[config.mk]
export PLATFORM = sky130hd
export DESIGN_NAME = mole_array_fsm
export DESIGN_NICKNAME = d
export VERILOG_FILES = /design/src/rtl/mole_array_fsm.sv
export SDC_FILE = /design/constraint.sdc
export NUM_CORES = 1
export LEC_CHECK = 0
export BUFFER_PORTS_ARGS = -buffer_cell sky130_fd_sc_hd__buf_2
export CAP_MARGIN = 10
export CELL_PAD_IN_SITES_DETAIL_PLACEMENT = 2
export CELL_PAD_IN_SITES_GLOBAL_PLACEMENT = 2
export CORE_MARGIN = 2
export CORE_UTILIZATION = 35
export DETAILED_ROUTE_END_ITERATION = 8
export GPL_ROUTABILITY_DRIVEN = 0
export PLACE_DENSITY_LB_ADDON = 0.1
export RECOVER_POWER = 100
export SLEW_MARGIN = 10
export SYNTH_ARGS = -nofsm -noshare
export SYNTH_HDL_FRONTEND = slang
export SYNTH_HIERARCHICAL = 1
export SYNTH_SLANG_ARGS = --single-unit
[constraint.sdc]
create_clock -name clk -period 2.7 [get_ports clk]
set_clock_uncertainty 0.1 [all_clocks]
set_input_delay 0.54 -clock clk [delete_from_list [all_inputs] [get_ports clk]]
set_output_delay 0.54 -clock clk [all_outputs]
set_load 0.03 [all_outputs]
[src/rtl/mole_array_fsm.sv]
// Whack-a-mole controller: N_MOLES independent up/down timer channels feeding
// shared saturating hit and miss score counters.
module mole_chan #(
  parameter int TIMER_W = 16,
  parameter int JIT_W   = 4
) (
  input  logic               clk,
  input  logic               rst_n,
  input  logic               run,
  input  logic               tick,
  input  logic [TIMER_W-1:0] on_time,
  input  logic [TIMER_W-1:0] off_time,
  input  logic [JIT_W-1:0]   jitter,
  input  logic               hit,
  output logic               led_on,
  output logic               hit_stb,
  output logic               miss_stb
);
  localparam logic [2:0] IDLE     = 3'd0;
  localparam logic [2:0] LOAD_OFF = 3'd1;
  localparam logic [2:0] OFF      = 3'd2;
  localparam logic [2:0] LOAD_ON  = 3'd3;
  localparam logic [2:0] ON       = 3'd4;

  logic [2:0]         state;
  logic [TIMER_W-1:0] timer;
  logic [TIMER_W:0]   off_sum;
  logic [TIMER_W-1:0] off_load;
  logic               timer_zero;

  // Extra carry bit catches off_time+jitter overflow so the load clamps instead of wrapping.
  assign off_sum    = {1'b0, off_time} + {{(TIMER_W+1-JIT_W){1'b0}}, jitter};
  assign off_load   = off_sum[TIMER_W] ? '1 : off_sum[TIMER_W-1:0];
  assign timer_zero = (timer == '0);

  always_ff @(posedge clk) begin
    if (!rst_n) begin
      state    <= IDLE;
      timer    <= '0;
      led_on   <= 1'b0;
      hit_stb  <= 1'b0;
      miss_stb <= 1'b0;
    end else begin
      hit_stb  <= 1'b0;
      miss_stb <= 1'b0;
      if (!run) begin
        state  <= IDLE;
        led_on <= 1'b0;
      end else begin
        case (state)
          IDLE: state <= LOAD_OFF;
          LOAD_OFF: begin
            timer <= off_load;
            state <= OFF;
          end
          OFF: begin
            if (timer_zero) state <= LOAD_ON;
            else if (tick)  timer <= timer - 1'b1;
          end
          LOAD_ON: begin
            timer  <= on_time;
            state  <= ON;
            led_on <= 1'b1;
          end
          ON: begin
            // A whack in the expiry cycle wins over the miss.
            if (hit) begin
              state   <= LOAD_OFF;
              led_on  <= 1'b0;
              hit_stb <= 1'b1;
            end else if (timer_zero) begin
              state    <= LOAD_OFF;
              led_on   <= 1'b0;
              miss_stb <= 1'b1;
            end else if (tick) begin
              timer <= timer - 1'b1;
            end
          end
          default: begin
            state  <= IDLE;
            led_on <= 1'b0;
          end
        endcase
      end
    end
  end
endmodule

module mole_array_fsm #(
  parameter int N_MOLES = 4,
  parameter int TIMER_W = 16,
  parameter int JIT_W   = 4,
  parameter int SCORE_W = 8
) (
  input  logic                     clk,
  input  logic                     rst_n,
  input  logic                     run,
  input  logic                     tick,
  input  logic [TIMER_W-1:0]       on_time,
  input  logic [TIMER_W-1:0]       off_time,
  input  logic [N_MOLES*JIT_W-1:0] jitter,
  input  logic [N_MOLES-1:0]       hit,
  input  logic                     clr_score,
  output logic [N_MOLES-1:0]       led_on,
  output logic [N_MOLES-1:0]       hit_stb,
  output logic [N_MOLES-1:0]       miss_stb,
  output logic [SCORE_W-1:0]       hit_count,
  output logic [SCORE_W-1:0]       miss_count
);
  logic [4:0]         hit_pop, miss_pop;
  logic [SCORE_W+4:0] hit_sum, miss_sum;

  for (genvar g = 0; g < N_MOLES; g++) begin : g_chan
    mole_chan #(.TIMER_W(TIMER_W), .JIT_W(JIT_W)) u_chan (
      .clk      (clk),
      .rst_n    (rst_n),
      .run      (run),
      .tick     (tick),
      .on_time  (on_time),
      .off_time (off_time),
      .jitter   (jitter[g*JIT_W +: JIT_W]),
      .hit      (hit[g]),
      .led_on   (led_on[g]),
      .hit_stb  (hit_stb[g]),
      .miss_stb (miss_stb[g])
    );
  end

  always_comb begin
    hit_pop  = '0;
    miss_pop = '0;
    for (int i = 0; i < N_MOLES; i++) begin
      hit_pop  = hit_pop  + 5'(hit_stb[i]);
      miss_pop = miss_pop + 5'(miss_stb[i]);
    end
    hit_sum  = {5'b0, hit_count}  + {{SCORE_W{1'b0}}, hit_pop};
    miss_sum = {5'b0, miss_count} + {{SCORE_W{1'b0}}, miss_pop};
  end

  always_ff @(posedge clk) begin
    if (!rst_n || clr_score) begin
      hit_count  <= '0;
      miss_count <= '0;
    end else begin
      hit_count  <= (|hit_sum[SCORE_W+4:SCORE_W])  ? '1 : hit_sum[SCORE_W-1:0];
      miss_count <= (|miss_sum[SCORE_W+4:SCORE_W]) ? '1 : miss_sum[SCORE_W-1:0];
    end
  end
endmodule

After elaboration in Yosys (flattened, before gate mapping)
Index checks and enable logic that the tools add are counted.
Operators by class
  add/subtract/negate cells: 16
  mux-type cells: 58
  reductions and logical operators: 41
  bitwise logic cells: 10
  equal/unequal tests: 28
Operators with widths (number)
  16-bit two-way mux: 16
  16-bit case mux with 4 select lines: 4
  16-bit by 4-bit adder with 17-bit output: 4
  16-bit zero test: 4
  16-bit by 1-bit subtractor with 16-bit output, second input constant: 4
  3-bit case mux with 5 select lines: 4
  3-bit two-way mux: 12
  3-bit by 2-bit equality test with 1-bit output, second input constant: 8
  3-bit AND reduction: 8
  8-bit by 4-bit adder with 9-bit output: 2
  2-bit AND reduction: 9
  1-bit two-way mux: 16
  8-bit two-way mux: 2
  4-bit nonzero test: 4
  4-bit OR reduction: 4
  3-bit by 1-bit equality test with 1-bit output, second input constant: 4
  3-bit equality test, second input constant: 4
  3-bit zero test: 4
  3-bit by 2-bit inequality test with 1-bit output, second input constant: 4
  1-bit case mux with 3 select lines: 4
  3-bit OR reduction: 4
  1-bit inverter: 10
  5-bit OR reduction: 2
  3-bit by 1-bit adder with 4-bit output: 2
  other kinds (6): 14
Storage, ports and cells
  register bits after elaboration: 104
  word-level logic and storage cells: 175
  input bits: 57

Longest topological paths before layout
Gate-level depths: netlist of the first run.
  depth after elaboration: 6
  mapped depth: 9

Hierarchy
Netlist of the first run, hierarchy kept.
By module, submodules not included
  mole_chan (g_chan[0].u_chan ...): cells each 226, area an instance 1773.0 um2, seq. area each 440.4 um2, instances 3
  mole_chan (g_chan[3].u_chan): cells each 236, area an instance 1833.0 um2, seq. area each 440.4 um2, instances 1
  mole_array_fsm: cells each 88, area an instance 863.3 um2, seq. area each 320.3 um2, instances 1

Least setup slack after synthesis of the first run
OpenSTA, ideal clock, no wires.
  path kind: input -> register
  start: input port off_time[0]
  end: register g_chan[0].u_chan.timer[4]
  setup slack: 0.215 ns
  arrival: 2.259 ns
  path buffers: 0
  required time: 2.474 ns
  cell stages on the path: 8
  library setup time: 0.126 ns
  cell sequence: ha_1 fa_1 a211oi_1 nor3_1 nand2_1 o21ai_0 a222oi_1 a21oi_1
Between the ends
  longest elaborated chain between the ends: 3
Ends and longest elaborated chain
  start, declared: RTL line 100  | input logic [TIMER_W-1:0] off_time,
  16-bit by 4-bit adder with 17-bit output: RTL line 32  | assign off_sum = {1'b0, off_time} + {{(TIMER_W+1-JIT_W){1'b0}}, jitter};
  16-bit two-way mux: RTL line 33  | assign off_load = off_sum[TIMER_W] ? '1 : off_sum[TIMER_W-1:0];
  16-bit case mux with 4 select lines: RTL line 50  | case (state)
  end signal, assigned: RTL line 53  | timer <= off_load;
  end signal, assigned: RTL line 58  | else if (tick) timer <= timer - 1'b1;
  end signal, assigned: RTL line 61  | timer <= on_time;
  end, declared: RTL line 26  | logic [TIMER_W-1:0] timer;
No other way between the ends.
A chain may end at the register's enable or synchronous reset.

Worst setup path after layout of the first run
  start: input port off_time[0]
  end: register g_chan[0].u_chan.timer[13]
Same word-level chain as after synthesis.

==> summary.md, run 1 <==
| Metric | Value |
|---|---|
| WL/cell | 23.3 um |
| Most common cell in the netlist | dfxtp_1 |
| CTS max path bufs | 2 |
| Number of flops mapped to enable cells by yosys | 0 |
| I/O Buffers | 84 |
| Ant diodes | 0 |
| Largest net degree at the start of global routing | 27 |
| Flop2flop setup slack | 0.17 ns |
| Ys flop type | dfxtp_1 |
| Outcome | finished, final reports clean |
| Initial drt markers | 444 |
| Worst path max stage delay | 0.42 ns |
| Ports | 85 |
| Largest delay contributor family on the critical path | compound AO/OA/AOI/OAI gates |
| Final Core Density | between 40% and 50% |
| Min cycle time layout | 2.62 ns |
| FF/Latch Area | 2080 um^2 |
| Area leader, netlist | dfxtp_1 |
| Synth top cells by count | 104 x dfxtp_1, 79 x o21ai_0, 71 x a21oi_1 |
| Post-CTS Setup Bufs | 0 |
| Post-Route Setup TNS | 0 ns |
| Data required, critical path | between 2 and 3 ns |
| Clk Latency, worst-skew pair | ~0.37 ns |
| Critical Path Sink Type | register |
| Worst Path Max Fanout | 9 |
| Post-layout instance area | 9450 um^2 |
| CTS Sinks | roughly 100 |
| Deepest level of the CTS H-tree | 3 |
| Main area contributors after synthesis | dfxtp_1 26%, o21ai_0 4.9%, xnor2_1 4.6% |
| Pre-CTS setup slack | -0.451 ns |
| Top-area cell type share of the netlist area | between 20 and 30% |
| Vias post-DR | 8629 |
| Crit share post-route | 97.1% |
| Final setup vio count | 0 |
| Post-DP HPWL | between 20000 and 25000 um |
| VDD IR max | approximately 0.00032 V |
| Asr flop ratio synth | 0% |
| P per Cell Area | 481 nW/um^2 |
| Total grt overflow | 0 |
| Final Max Slew Viols | 0 |
| Drt total wl | 33300 um |
| Via density | 6.05 |
| Critical path buffers and inverters | 2 |
| Critical Path, Cell by Cell | buf_2, ha_1, fa_1, a211oi_1, nor3_2, and2_0, clkbuf_4, a21boi_2, a31oi_1 |
| Yosys cell types | 74 |
| Max_slew headroom | 43.7% |
| CP Launch Type | input pin |
| TritonCTS clock tree | done |
| Synthesis-to-layout area growth | 17.9% |
| DR DRC count | 0 |
| Multi-input gate area | 5590 um^2 |
| Clock Pin Slew Worst Setup and Hold Paths | 0.08 ns |
| Dpl cell area | approximately 9000 um^2 |
| Synthesized cell area | 8020 um^2 |
| Die H | 155 um |
| Worst setup path class | input pin to register |
| Synth warn | 6 |
| Synth Instances | ~1000 |
| Register bit count reported by yosys | 104 |
| Total core area | 22600 um^2 |
| DIE WIDTH | about 160 um |
| Worst Max-Slew Pin Slew | 0.845 ns |
| F_max | about 380 MHz |
| Share of layout cells above drive strength 1 | 16.8% |
| Pleak | 3.67 nW |
| Fin worst setup slack | 0.0782 ns |
| Min Hold Slack | 0.270 ns |
| Final-layout fill cell count | ~2700 |
| # nets final | 1225 |
| Sequential cell area fraction in the yosys report | 26.0% |
| Hold WC Path Type | input pin to register |
| Post-route ant nets | 0 |
| # rows | 55 |
| Num CTS Buffers | 9 |
| Root Driver | clkbuf_16 |
| Post-Syn Nets | approximately 1100 |
| TritonRoute pass-1 iters | 5 |
| Initial core utilization | 35.5% |
| Crit path arrival time | 2.77 ns |
| Die footprint | 24100 um^2 |
| Syn avg cell area | 8.00 um^2 |
| Final hold vios | 0 |
| Slowest CP cell | a211oi_1 |
| Initial antenna violation count | 1 |
| RSZ-0062 raised after global routing | no |
| GRT Resource Usage Total | between 20% and 30% |
| Vias in the first global route | 9075 |
| Max-Cap Viols | 0 |
| First-pass GRT wire length | approximately 52000 um |
==> what timing repair did <==
item / in CTS / in global routing
endpoints found under the setup margin: 7 / 12
hold buffers: 0 / 0
resized for setup: 1 / 2
==> final timing paths <==
| path | startpoint | endpoint | depth (start not counted) |
|---|---|---|---|
| worst max-delay path | off_time[0] | g_chan[0].u_chan/timer[13] | 9 |
| worst min-delay path | hit[0] | g_chan[0].u_chan/miss_stb | 2 |
| worst max register to register | g_chan[1].u_chan/timer[2] | g_chan[1].u_chan/miss_stb | 5 |
| worst min register to register | g_chan[2].u_chan/timer[8] | g_chan[2].u_chan/timer[8] | 2 |
==> power breakdown <==
part           total, W  internal (W)  switching, W
Clock           0.00133      0.000646      0.000687
Combinational   0.00150      0.000608      0.000889
Sequential      0.00171       0.00161      0.000106
==> cell type report <==
class / count / share of cell area (%)
multi-input cells: 817 / 59.1
clock buffers: 9 / 2.38
well taps: 285 / 3.77
flip-flops and latches: 104 / 22.0
inverters: 33 / 1.31
repair buffers: 171 / 10.7
clock inverters: 7 / 0.636
==> cell families (layout without fill, tap and decap cells) <==
| group | after synthesis | in the layout | synth area share, % |
|---|---|---|---|
| xor gates and xnor gates | 81 | 81 | 8.85 |
| buffers and inverters | 81 | 220 | 4.04 |
| and+or+nand+nor | 318 | 318 | 23.2 |
| adders and majority gates | 32 | 32 | 5.93 |
| DFF | 104 | 104 | 26.0 |
| AOI/OAI and AO/OA | 383 | 383 | 31.6 |
| muxes | 3 | 3 | 0.375 |
==> worst register-to-register path, delay by kind of cell, from the launching register on <==
kind                   cells  cell delay (ns)
flip-flops                 1             0.36
buffers and inverters      1             0.19
AND/OR/NAND/NOR            4             1.83
==> cell usage in the layout (no fill, tap or decap), drive strengths merged, types with 9 or more instances in the layout <==
cell / instances
clkbuf: 50
nand3: 21
ha: 22
buf: 130
fa: 10
nor2b: 11
dfxtp: 104
or4: 10
and2: 9
a221oi: 12
xor2: 39
o21a: 9
nand2: 64
and3: 17
nor3: 34
a22oi: 34
nor4: 24
nand3b: 9
a21oi: 71
nand2b: 12
o211ai: 10
a41oi: 9
inv: 37
a21o: 14
a211oi: 13
a31oi: 48
o21ai: 114
xnor2: 42
nor2: 65
==> metal layers <==
| metal | wire, um | GRT usage [%] | vias to the layer above |
|---|---|---|---|
| li1 | - | - | 4066 |
| met1 | 15300 | 36.4 | 4362 |
| met2 | 15900 | 47.2 | 166 |
| met3 | 1210 | 3.76 | 35 |
| met4 | 830 | 8.56 | 0 |
| met5 | 0 | 0 | - |
==> metrics by stage <==
stage | total power [W] | instances
after floorplan | 0.00268 | 1002
after global placement | 0.00320 | 1410
after detailed placement | 0.00324 | 1410
after CTS | 0.00460 | 1426
after global routing | 0.00481 | 1426
final | 0.00454 | 1426
==> state kept, by name, summed over array words and instances, names as in the netlist <==
name	count
miss_count	8
g_chan.u_chan/miss_stb	4
g_chan.u_chan/hit_stb	4
hit_count	8
g_chan.u_chan/state	12
g_chan.u_chan/led_on	4
g_chan.u_chan/timer	64
No activity file was read; power rests on OpenSTA's default activity.
==> run 2, diff against run 1 <==
Settings changed: ABC_AREA set to 1, BUFFER_PORTS_ARGS -buffer_cell sky130_fd_sc_hd__buf_2 to -buffer_cell sky130_fd_sc_hd__buf_4, CORE_UTILIZATION 35 to 32, TNS_END_PERCENT set to 30.
==> run 2 against run 1 <==
  * Sequential cell count unchanged
  * Largest power group unchanged
  * Critical path depth decreased by 1
  * Largest cell class unchanged
  * Non-clock buffer count decreased by 74
  * Fmax is 6.2% higher
  * Clock power is essentially flat
  * Die area grew 27%
  * First-iteration DRC count is 1.6% lower
  * Routed wire length is 19% higher
  * Hold slack lost 0.016 ns
  * Worst setup slack gained 0.15 ns
  * Sequential power is essentially flat
==> summary.md, run 2 <==
| Metric | Value |
|---|---|
| Synth warn | 6 |
| Ports | 85 |
| Commonest non-fill, non-tap cell in the layout | nand2_1 |
| Register bit count reported by yosys | around 100 |
| Largest regs | g_chan.u_chan/timer x64, g_chan.u_chan/state x12 |
| DIE WIDTH | roughly 170 um |
| Die H | 175 um |
| Worst path max stage delay | 0.76 ns |
| Pleak | 5.07 nW |
| TritonCTS clock tree | done |
| Final Power | 0.00457 W |
| Main area contributors after synthesis | dfxtp_1 22%, nand2_1 19%, nor2_1 11% |
| Crit path arrival time | ~2.7 ns |
| P per Cell Area | 437 nW/um^2 |
| Initial drt markers | 437 |
| Final setup vio count | 0 |
| Critical Path Sink Type | register |
| Largest net degree at the start of global routing | 27 |
| Largest register FFs | 64 |
| Top-area cell type share of the netlist area | 22.3% |
| DR DRC count | 0 |
| Deepest level of the CTS H-tree | 3 |
| Area leader, netlist | dfxtp_1 |
| Post-route ant nets | 0 |
| Outcome | finished, final reports clean |
| Share of layout cells above drive strength 1 | 9.38% |
| Worst Path Max Fanout | 18 |
| CP Launch Type | register |
| Synth Instances | 1613 |
| Max-Cap Viols | 0 |
| I/O Buffers | 84 |
| Clock Pin Slew Worst Setup and Hold Paths | 0.08 ns |
| RSZ-0062 raised after global routing | no |
| Cts hold-fix bufs | 0 |
| Min cycle time layout | 2.47 ns |
| Clk Latency, worst-skew pair | 0.36 ns |
| Max_slew headroom | 22.1% |
| Sequential cell area fraction in the yosys report | ~22% |
| Total grt overflow | 0 |
| Critical path buffers and inverters | 1 |
| Vias in the first global route | 11600 |
| Largest delay contributor family on the critical path | simple AND/OR/NAND/NOR gates |
| Asr flop ratio synth | 0% |
| TritonRoute pass-1 iters | 5 |
| Synthesized cell area | 9360 um^2 |
| Most common cell in the netlist | nand2_1 |
| Post-layout instance area | 10400 um^2 |
| Final Max Slew Viols | 0 |
| Initial core utilization | roughly a third |
| Initial antenna violation count | 0 |
| Die footprint | ~31000 um^2 |
| # rows | 62 |
| Final hold vios | 0 |
| VDD IR max | a little over 0.0003 V |
| Vias post-DR | between 10000 and 15000 |
| Number of flops mapped to enable cells by yosys | 0 |
| Num CTS Buffers | 9 |
| Post-Syn Nets | 1702 |
| Total core area | 28800 um^2 |
| Critical Path, Cell by Cell | nor2_1, nand2_2, nand2_4, nor2_1, inv_1, a31oi_1, nor2_1, nor2_1 |
| CTS max path bufs | 2 |
| WL/cell | 19.1 um |
| Crit share post-route | 91.4% |
| Slowest CP cell | nor2_1 |
| Worst Max-Slew Pin Slew | about 1.2 ns |
| Ant diodes | 0 |
| First-pass GRT wire length | about 64000 um |
| Reg with most FFs | g_chan.u_chan/timer |
| Via density | 5.21 |
| # nets final | 1781 |
| Syn avg cell area | 5.80 um^2 |
| Ys flop type | dfxtp_1 |
| Post-CTS Setup Bufs | 0 |
| CTS Sinks | 104 |
| Dpl cell area | 10300 um^2 |
| Final-layout fill cell count | 3745 |
| F_max | roughly 410 MHz |
| Hold WC Path Type | input pin to register |
| Drt total wl | 39700 um |
| Post-CTS resize count | 0 |
| Data required, critical path | 2.90 ns |
| Root Driver | clkbuf_16 |
| Most frequent cells in the layout | 474 x nand2_1, 272 x nor2_1, 184 x nand3_1 |
| Synth top cells by count | 468 x nand2_1, 270 x nor2_1, 181 x inv_1, 181 x nand3_1, 104 x dfxtp_1 |
| Post-Route Setup TNS | 0 ns |
| Worst setup path class | register to register |
| Synthesis-to-layout area growth | 11.7% |
| GRT Resource Usage Total | 26.4% |
| Post-DP HPWL | 30700 um |
| Most used cell, CP | nor2_1 |
| Yosys cell types | 38 |
[run 2: worst register-to-register path: cells and delay by family, from the launching register on]
kind | cells | cell delay (ns)
flops | 1 | 0.43
compound gates | 1 | 0.25
simple gates | 6 | 1.33
buf+inv | 1 | 0.31
[run 2: worst paths after layout]
kind	endpoint	startpoint	cells past startpoint	slack, ns
worst max-delay path	g_chan[3].u_chan/timer[6]	g_chan[3].u_chan/state[2]	8	0.23
worst min-delay path	g_chan[0].u_chan/miss_stb	hit[0]	2	0.25
worst max register to register	g_chan[3].u_chan/timer[6]	g_chan[3].u_chan/state[2]	8	0.23
worst min register to register	g_chan[0].u_chan/led_on	g_chan[0].u_chan/led_on	2	0.40
[run 2: metal layers]
| metal | GRT usage, % | vias up | wire, um |
|---|---|---|---|
| met5 | 0 | - | 0 |
| met4 | 5.87 | 0 | 652 |
| met3 | 3.05 | 26 | 1260 |
| met2 | 46.8 | 144 | 19200 |
| met1 | 34.2 | 5324 | 18600 |
| li1 | - | 5335 | - |
[run 2: report_power, final]
| part | internal, W | switching, W | total (W) |
|---|---|---|---|
| sequential | 0.00161 | 0.0000894 | 0.00169 |
| combinational | 0.000490 | 0.00105 | 0.00154 |
| clock | 0.000637 | 0.000696 | 0.00133 |
| total | 0.00273 | 0.00184 | 0.00457 |
[run 2: stage by stage]
step | hold WS, ns | utilization (%) | std cells | setup slack, ns
after floorplan | 0.376 | - | 1613 | 0.334
after CTS | 0.241 | 36.9 | 2080 | 0.231
after detailed placement | 0.390 | 35.9 | 2065 | 0.0878
after global routing | 0.248 | 36.3 | 2080 | 0.0441
final | 0.254 | 36.3 | 2080 | 0.231
after global placement | 0.382 | 35.9 | 2065 | 0.172
[run 2: cell families (layout without fill, tap and decap cells)]
family / Yosys count / in the layout / share of synthesized area (%)
AOI/OAI and AO/OA: 200 / 200 / 11.4
xor gates and xnor gates: 21 / 21 / 1.97
adders and majority gates: 32 / 32 / 5.08
buffers and inverters: 219 / 302 / 10.1
DFF: 104 / 104 / 22.3
and+or+nand+nor: 1037 / 1037 / 49.2
[run 2: cell type report]
class                   count  area [um^2]  area share (%)
multi-input cells        1290         6280            60.1
well taps                 384          480            4.60
repair buffers             97          612            5.86
clock inverters             6         52.6           0.503
flip-flops and latches    104         2080            19.9
clock buffers               9          225            2.16
inverters                 190          716            6.85
==> run 3, diff against run 2 <==
Settings changed: CORE_ASPECT_RATIO set to 1.4.
==> run 3 against run 2 <==
  * The flow now finishes with violations (max-capacitance violations, max-slew violations)
  * Total power grew 5.1%
  * Sequential power is essentially flat
  * Sequential share of layout area shrank 0.14 points
  * Cell count is essentially flat
  * Die area is essentially flat
  * Highest routed layer unchanged
==> summary.md, run 3 (synthesis results as in run 2) <==
| Metric | Value |
|---|---|
| Int Pwr | 0.00295 W |
| Worst setup path class | register to register |
| Post-Route Setup TNS | 0 ns |
| Critical Path, Cell by Cell | fa_1, inv_1, fa_1, inv_1, fa_1, nand3_2, nor2_4, nand2_1, nand3_1, nand2_1, inv_1 |
| Root Driver | clkbuf_16 |
| Post-CTS resize count | 0 |
| Final Max Slew Viols | 20 |
| Total grt overflow | 0 |
| DIE WIDTH | 149 um |
| Cts hold-fix bufs | 0 |
| Comb pwr share | 32.7% |
| Die footprint | 30600 um^2 |
| Dpl cell area | 10400 um^2 |
| Deepest level of the CTS H-tree | 3 |
| Sequential Power Share | a little over a third |
| Post-CTS Setup Bufs | 0 |
| Hold WC Path Type | input pin to register |
| RSZ-0062 raised after global routing | no |
| Clock Pin Slew Worst Setup and Hold Paths | 0.08 ns |
| Post-route ant nets | 0 |
| Critical path buffers and inverters | 3 |
| Most frequent cells in the layout | 473 x nand2_1, 272 x nor2_1, 182 x nand3_1 |
| # nets final | 1783 |
| Slowest CP cell | fa_1 |
| TritonCTS clock tree | done |
| CP Launch Type | register |
| Final setup vio count | 0 |
| Initial antenna violation count | 1 |
| Post-DP HPWL | 31800 um |
| Sw power | 0.00186 W |
| CTS Sinks | 104 |
| Pleak | 5.11 nW |
| Data required, critical path | 2.93 ns |
| Die H | 206 um |
| GRT Resource Usage Total | 27.6% |
| Dpl cells | 2063 |
| Drt total wl | 40900 um |
| Clock power share | approximately 32% |
| Vias post-DR | 10900 |
| Via density | 5.24 |
| Ports | 85 |
| Crit share post-route | 92.1% |
| Pre-CTS setup slack | 0.0831 ns |
| Crit path arrival time | roughly 2.7 ns |
| Non-Filler Instances | 2078 |
| Worst Path Max Fanout | 5 |
| Total core area | roughly 29000 um^2 |
| Worst path max stage delay | 0.54 ns |
| Critical Path Sink Type | register |
| I/O Buffers | 84 |
| DR DRC count | 0 |
| Largest net degree at the start of global routing | 27 |
| Largest register FFs | 64 |
| Clk Latency, worst-skew pair | about 0.38 ns |
| Failing checks | max-capacitance violations, max-slew violations |
| Worst Max-Slew Pin Slew | about 1.6 ns |
| VDD IR max | 0.000296 V |
| # rows | 74 |
| Final-layout fill cell count | 3820 |
| WL/cell | 19.7 um |
| F_max | between 400 and 500 MHz |
| Synthesis-to-layout area growth | 12.4% |
| Fin worst setup slack | 0.213 ns |
| P per Cell Area | 457 nW/um^2 |
| Outcome | finished with violations |
| Vias in the first global route | 11900 |
| Post-layout instance area | 10500 um^2 |
| TritonRoute pass-1 iters | 4 |
| FF/Latch Area | 2080 um^2 |
| Commonest non-fill, non-tap cell in the layout | nand2_1 |
| Final Power | 0.00480 W |
| Initial drt markers | around 400 |
| Max-Cap Viols | 1 |
| Final hold vios | 0 |
| Min cycle time layout | 2.49 ns |
| Share of layout cells above drive strength 1 | under 10% |
| Multi-input gate area | around 6300 um^2 |
| First-pass GRT wire length | approximately 65000 um |
| Ant diodes | 0 |
| Initial core utilization | 32.3% |
| Reg with most FFs | g_chan.u_chan/timer |
| Switching Share | 38.6% |
| Largest regs | g_chan.u_chan/timer x64, g_chan.u_chan/state x12 |
| Largest delay contributor family on the critical path | adder cells |
| Num CTS Buffers | 9 |
| CTS max path bufs | 2 |
| Max_slew headroom | -3.66% |
-- run 3: cell count changes in the layout (fill, tap and decap cells not counted), moves of 2 or more --
cell / change
bufinv_16: +2
clkinvlp_4: -2
nand3_1: -2
nand3_2: +2
-- run 3: stage by stage --
| stage | utilization, % | hold slack (ns) |
|---|---|---|
| after floorplan | - | 0.376 |
| after global placement | 35.8 | 0.379 |
| after detailed placement | 35.8 | 0.405 |
| after CTS | 36.9 | 0.227 |
| after global routing | 36.3 | 0.234 |
| final | 36.3 | 0.241 |
-- run 3: final cells by class --
cell class	instances	share of cell area (%)
Sequential cell	104	19.8
Clock buffer	10	2.27
Multi-Input combinational cell	1290	59.7
Timing Repair Buffer	99	6.05
Inverter	190	6.80
Tap cell	380	4.52
Clock inverter	5	0.844
-- run 3: path summary, 6_finish.rpt --
path | start | cells after the start | endpoint | slack, ns
setup / recovery | g_chan[0].u_chan/hit_stb | 11 | hit_count[5] | 0.21
hold / removal | hit[2] | 2 | g_chan[2].u_chan/miss_stb | 0.24
setup reg to reg | g_chan[0].u_chan/hit_stb | 11 | hit_count[5] | 0.21
hold reg to reg | g_chan[0].u_chan/timer[1] | 2 | g_chan[0].u_chan/timer[1] | 0.42
-- run 3: routing by layer --
metal / vias up / GRT usage [%] / share of wire [%]
li1: 5336 / - / -
met1: 5311 / 30.0 / 41
met2: 165 / 52.4 / 52
met3: 79 / 4.00 / 2.9
met4: 0 / 12.4 / 4.3
met5: - / 0 / 0
-- run 3: power by group through the flow --
stage          Clock [W]  Combinational (W)  Sequential, W
2_1_floorplan          0            0.00103        0.00170
3_3_place_gp           0            0.00152        0.00172
3_5_place_dp           0            0.00158        0.00173
4_1_cts          0.00160            0.00160        0.00169
5_1_grt          0.00165            0.00177        0.00170
6_report         0.00154            0.00157        0.00169
